<file path="config.mk">
export PLATFORM = sky130hd
export DESIGN_NAME = mem_responder
export DESIGN_NICKNAME = d
export VERILOG_FILES = /design/src/rtl/mem_responder_pkg.sv /design/src/rtl/mem_responder_byte_lane_merge.sv /design/src/rtl/mem_responder.sv
export SDC_FILE = /design/constraint.sdc
export NUM_CORES = 2
export LEC_CHECK = 0
export ABC_AREA = 1
export BUFFER_PORTS_ARGS = -buffer_cell sky130_fd_sc_hd__buf_2
export CAP_MARGIN = 20
export CELL_PAD_IN_SITES_DETAIL_PLACEMENT = 0
export CELL_PAD_IN_SITES_GLOBAL_PLACEMENT = 1
export CORE_MARGIN = 4
export CORE_UTILIZATION = 40
export DETAILED_ROUTE_END_ITERATION = 10
export GPL_TIMING_DRIVEN = 0
export PLACE_DENSITY_LB_ADDON = 0.1
export SLEW_MARGIN = 20
export SYNTH_ARGS = -nofsm -noshare
export SYNTH_HDL_FRONTEND = slang
export SYNTH_HIERARCHICAL = 1
export SYNTH_SLANG_ARGS = --single-unit
</file>
<file path="constraint.sdc">
create_clock -name clk -period 5.9 [get_ports clk]
set_input_delay 0.59 -clock clk [delete_from_list [all_inputs] [get_ports clk]]
set_output_delay 0.59 -clock clk [all_outputs]
set_load 0.02 [all_outputs]
</file>
<file path="src/rtl/mem_responder_pkg.sv">
// rtl/mem_responder_pkg.sv - shared size codes, FSM states and alignment helper
// Contents: SIZE_* access-size codes, state_t FSM encoding, is_misaligned().
package mem_responder_pkg;

  localparam logic [1:0] SIZE_BYTE = 2'b00;
  localparam logic [1:0] SIZE_HALF = 2'b01;
  localparam logic [1:0] SIZE_WORD = 2'b10;

  typedef enum logic [1:0] {
    IDLE   = 2'd0,
    FETCH  = 2'd1,
    COMMIT = 2'd2,
    RESP   = 2'd3
  } state_t;

  // Size code 11 has no meaning, so it is reported the same way as a misalignment.
  function automatic logic is_misaligned(input logic [1:0] size, input logic [1:0] addr_lo);
    case (size)
      SIZE_BYTE: return 1'b0;
      SIZE_HALF: return addr_lo[0];
      SIZE_WORD: return addr_lo != 2'b00;
      default:   return 1'b1;
    endcase
  endfunction

endpackage

</file>
<file path="src/rtl/mem_responder_byte_lane_merge.sv">
// rtl/mem_responder_byte_lane_merge.sv - little-endian lane insert/extract for sub-word access
// Ports:
//   word    in  32  source word (array word or the fetched copy)
//   addr_lo in   2  byte offset within the word
//   size    in   2  access size code
//   wdata   in  32  right-aligned store data
//   merged  out 32  word with the selected lanes replaced by wdata
//   lane    out 32  selected lanes of word, right-aligned and zero-extended
module byte_lane_merge
  import mem_responder_pkg::*;
(
  input  logic [31:0] word,
  input  logic [1:0]  addr_lo,
  input  logic [1:0]  size,
  input  logic [31:0] wdata,
  output logic [31:0] merged,
  output logic [31:0] lane
);

  always_comb begin
    merged = word;
    lane   = '0;
    case (size)
      SIZE_BYTE: begin
        merged[{addr_lo, 3'b000} +: 8] = wdata[7:0];
        lane[7:0]                      = word[{addr_lo, 3'b000} +: 8];
      end
      SIZE_HALF: begin
        merged[{addr_lo[1], 4'b0000} +: 16] = wdata[15:0];
        lane[15:0]                          = word[{addr_lo[1], 4'b0000} +: 16];
      end
      SIZE_WORD: begin
        merged = wdata;
        lane   = word;
      end
      default: ;
    endcase
  end

endmodule

</file>
<file path="src/rtl/mem_responder.sv">
// rtl/mem_responder.sv - req/ack memory responder with sub-word read-modify-write and error reporting
// Ports:
//   clk    in   1  clock, rising edge
//   reset  in   1  asynchronous active-low reset
//   req    in   1  request level, held with addr/wr/size/wdata until ack
//   wr     in   1  1 = write, 0 = read
//   size   in   2  00 byte, 01 half, 10 word, 11 error
//   addr   in  32  byte address
//   wdata  in  32  right-aligned store data
//   ack    out  1  one-cycle completion pulse
//   rdata  out 32  right-aligned zero-extended load data, held until next completion
//   err    out  1  misaligned or out-of-range, valid with ack
module mem_responder
  import mem_responder_pkg::*;
#(
  parameter int ADDR_W = 8
) (
  input  logic        clk,
  input  logic        reset,
  input  logic        req,
  input  logic        wr,
  input  logic [1:0]  size,
  input  logic [31:0] addr,
  input  logic [31:0] wdata,
  output logic        ack,
  output logic [31:0] rdata,
  output logic        err
);

  localparam int DEPTH = 1 << (ADDR_W - 2);

  state_t state_q, state_d;

  logic [ADDR_W-1:0] addr_q;
  logic              wr_q;
  logic [1:0]        size_q;
  logic [31:0]       wdata_q;
  logic [31:0]       word_q;
  logic [31:0]       mem [DEPTH];

  logic        req_err;
  logic [31:0] mem_word;
  logic [31:0] lane_src;
  logic [31:0] merged;
  logic [31:0] lane;

  // Upper address bits beyond the array must be zero: there is no wrap-around.
  assign req_err  = (addr[31:ADDR_W] != '0) || is_misaligned(size, addr[1:0]);
  assign mem_word = mem[addr_q[ADDR_W-1:2]];

  // Loads extract straight from the array on the FETCH->RESP edge; stores
  // merge into the copy captured in FETCH while in COMMIT.
  assign lane_src = (state_q == FETCH) ? mem_word : word_q;

  byte_lane_merge u_merge (
    .word    (lane_src),
    .addr_lo (addr_q[1:0]),
    .size    (size_q),
    .wdata   (wdata_q),
    .merged  (merged),
    .lane    (lane)
  );

  always_comb begin
    state_d = state_q;
    case (state_q)
      IDLE: begin
        if (req) begin
          if (req_err)                      state_d = RESP;
          else if (wr && size == SIZE_WORD) state_d = COMMIT;
          else                              state_d = FETCH;
        end
      end
      FETCH:   state_d = wr_q ? COMMIT : RESP;
      COMMIT:  state_d = RESP;
      RESP:    state_d = IDLE;
      default: state_d = IDLE;
    endcase
  end

  always_ff @(posedge clk or negedge reset) begin
    if (!reset) begin
      state_q <= IDLE;
      addr_q  <= '0;
      wr_q    <= 1'b0;
      size_q  <= SIZE_BYTE;
      wdata_q <= '0;
      word_q  <= '0;
      ack     <= 1'b0;
      err     <= 1'b0;
      rdata   <= '0;
    end else begin
      state_q <= state_d;
      if (state_q == IDLE && req) begin
        addr_q  <= addr[ADDR_W-1:0];
        wr_q    <= wr;
        size_q  <= size;
        wdata_q <= wdata;
      end
      if (state_q == FETCH) begin
        word_q <= mem_word;
      end
      ack <= (state_d == RESP);
      if (state_d == RESP) begin
        // RESP is entered from IDLE only on an error.
        err   <= (state_q == IDLE);
        rdata <= (state_q == FETCH && !wr_q) ? lane : '0;
      end else if (state_d == IDLE) begin
        err <= 1'b0;
      end
    end
  end

  // Async reset pulls state_q out of COMMIT at once, so a reset before the
  // commit edge leaves the word untouched.
  always_ff @(posedge clk) begin
    if (state_q == COMMIT) begin
      mem[addr_q[ADDR_W-1:2]] <= merged;
    end
  end

endmodule

</file>
==> impl_results.md <==
* Status: finished, final reports clean
* Crit path kind: flop to flop
* Final Skew at approximately 34 ps
* Multi-input logic area at between 0.02 and 0.025 mm²
* Final setup viols at 0
* Family with the most delay on the worst path: simple AND/OR/NAND/NOR gates
* Total track usage at 0.260
* GR Util met1 at 0.356
* Most frequent CP cell: nand2_1
* Grt met3 use at 0.0396
* Share of cells above drive strength 1 at 0.121
* CTS Buf Count at 230
* Most frequent cells in the layout: nand2_1 (2,541), edfxtp_1 (2,048), inv_1 (1,731)
* Clk buf depth at 3
* PD cells at 582 mW/mm²
* CTS H-tree depth at 4
* RePlAce Congestion at between 0.8 and 0.9
* Clk sinks at around 2,200
* Crit start category: flop
* Initial antenna violation count at 17
* Largest net degree at the start of global routing at 65
* Vias in the first global route at 60,500
* DRC violations left at 0
* Slew Viols, Final at 0
* Post-CTS resize count at 0
* XOR/XNOR share of the synthesized area at 0
* Final ANT Viol Nets at 0
* Die Span Y at 492 µm
* WP data required at approximately 6400 ps
* First-pass GRT wire length at roughly 450,000 µm
* Clock slew at reported path FFs at 60 ps
* Seq/Total Area, Yosys at 0.687
* Mux contribution to synthesized area at 0.00409
* Worst Path Arrival at just over 6000 ps
* Reg area at approximately 0.064 mm²
* Fill cell total of the finished layout at roughly 22,000
* Commonest non-fill, non-tap cell in the layout: nand2_1
* Relative slew slack at 0.176
* Tmin final at approximately 5600 ps
* Avg Inst Size Synth at 10.4 µm²
* Synth Area in Compound Gates at 0.0336
* Crit-path max cell delay at 800 ps
* Period utilisation layout at 0.951
* Synth Area in Simple Gates at 0.181
* Synth Register Bits at between 2,000 and 2,500
* Nets@finish at 9,590
* Worst-Margin Slew at 1240 ps
* Post-Syn Area at 0.0936 mm²
* Syn nets at 9,081
* Vias/cell at a little under 5
* Initial core utilization at 0.402
* Core Rows at around 180
* Max rail drop VDD at ~0.78 mV
* Worst hold slack at between 70 and 80 ps
* Root Buffer Master: clkbuf_16
* Buf/Inv on CP at 5
* CP max-delay cell: nor2_1
* Synth-to-layout area growth at 17.1%
* Leakage at 47.0 nW
* RSZ-0062 raised after global routing: no
* GR Util met2 at 0.421
* # Max-Cap Violations at 0
* Warnings from Yosys at 6
* Port Buffer Count at 103
* Clk Latency, worst-skew pair at between 800 and 900 ps
* Crit Path Max Fanout at 40
* Final Hold Vio Count at 0
* Largest family of logic cells by synthesized area: simple AND/OR/NAND/NOR gates
* # IOs at 104
* Die extent in x at 492 µm
* Worst-path cell chain: nand2_2, buf_2, buf_2, nor2_1, nand2_1, nand2_1, o21ai_1, nand2_1, nor2_1, nand3_1, nand2_1, inv_1, inv_1, nor3_1, a21oi_1, nand3_4, buf_16
* Drt total wl at 318,000 µm
* FMAX at 0.178 GHz
* Setup Buffers After CTS at 0
* Setup TNS Final at 0 ps
* CORE AREA at 0.233 mm²
* Hold Crit Class: primary input to flop
* Worst Setup End Kind: flop
* Initial DRT Pass Iterations at 6
* Syn Inst Count at 8,996
* Post-Synth Adder-Cell Area at 0.00201
* First DRT Iteration DRCs at 5,972
* Per-cell routed wire length at between 20 and 25 µm
* Gr busiest metal: met2
* Full die area at 0.242 mm²
* Total gr overflow at 0
* Vias at 63,600
* CTS tree: done
* Cell variety after synth at 33
* Detailed Place HPWL at 232,000 µm
final timing paths:
check / startpoint / to / slack [ps] / cells after the start
max: addr_q[3] / mem[52][14] / 290 / 17
min: addr[2] / addr_q[2] / 80 / 3
max reg2reg: addr_q[3] / mem[52][14] / 290 / 17
min reg2reg: err / err / 500 / 2
max in group asynchronous: reset / addr_q[4] / 4950 / 3
min in group asynchronous: reset / rdata[21] / 230 / 2
flip-flops by register name, summed over array words and instances, names as in the netlist:
signal / flops
mem: 2048
rdata: 32
wdata_q: 32
word_q: 32
addr_q: 8
size_q: 2
state_q: 2
ack: 1
err: 1
wr_q: 1
timing repair:
action / 4_1_cts / 5_1_grt
endpoints found under the setup margin: 0 / 0
endpoints found under the hold margin: 99 / 0
hold buffers: 43 / 0
layout make-up:
cell class                      instances  share of cell area
Sequential cell                      2159               0.587
Timing Repair Buffer                  277              0.0367
Clock inverter                        121             0.00952
Antenna cell                           13            0.000297
Buffer                                404              0.0193
Tap cell                             3132              0.0358
Multi-Input combinational cell       4689               0.195
Inverter                             1744              0.0597
Clock buffer                          305              0.0567
synthesized netlist by cell type:
cell         n  area, µm²
buf_1        9       33.8
a21oi_1     24        120
inv_1     1731       6500
nand3_1    851       4260
o211ai_2     1       12.5
nor3_1       9       45.0
mux2_2      34        383
o21ai_1    147        736
a211oi_1     1       7.51
nor3_2       5       50.1
clkbuf_2     3       15.0
o31ai_1      1       7.51
clkinv_1     4       15.0
nor2_1     520       1950
buf_4       59        443
nand2_1   2568       9640
nand2_2      4       25.0
a31oi_1      1       6.26
buf_2      252       1260
buf_6        7       78.8
nor2_2       1       6.26
inv_2        9       33.8
a21oi_2      1       8.76
o211ai_1   184       1380
nand4_1      9       56.3
o21ai_0    170        851
edfxtp_1  2048      61500
ha_1        15        188
dfrtp_1    111       2780
or2_2      140        876
clkbuf_1    74        278
nor2_4       2       22.5
o21bai_2     1       11.3
per-stage QoR:
step / std cells / power [W] / cell area (µm²) / worst slack, ps / util
2_1_floorplan: 8996 / 0.0357 / 93600 / 2540 / -
3_3_place_gp: 12200 / 0.0472 / 98000 / -2310 / 0.421
5_1_grt: 12800 / 0.0666 / 110000 / 191 / 0.471
3_5_place_dp: 12400 / 0.0501 / 102000 / 372 / 0.438
6_report: 12800 / 0.0638 / 110000 / 291 / 0.471
4_1_cts: 12800 / 0.0642 / 110000 / 319 / 0.471
where the power goes:
group	total, W	switching, W	internal, W
sequential	0.0234	0.000296	0.0231
combinational	0.0262	0.0206	0.00560
clock	0.0141	0.00605	0.00805
kinds of logic (layout without fill, tap and decap cells):
kind of cell | count (synthesis) | after routing
fa+ha+maj | 15 | 15
compound gates | 531 | 531
mux | 34 | 34
flops | 2159 | 2159
other cells | 0 | 13
simple gates | 4109 | 4109
buf+inv | 2148 | 2851
worst reg2reg max path, cell delays in order, from the launching register on:
cell,delay [ps]
dfrtp_1,450
nand2_2,350
buf_2,660
buf_2,380
nor2_1,80
nand2_1,60
nand2_1,80
o21ai_1,300
nand2_1,100
nor2_1,800
nand3_1,360
nand2_1,150
inv_1,160
inv_1,170
nor3_1,60
a21oi_1,220
nand3_4,420
buf_16,350
layer usage:
metal / part of all wire / routed length [µm]
met2: 0.47 / 148000
met4: 0.039 / 12500
met1: 0.44 / 138000
met5: 0.000028 / 9
met3: 0.060 / 19000
Note: power is estimated with default switching activity, not from simulation.
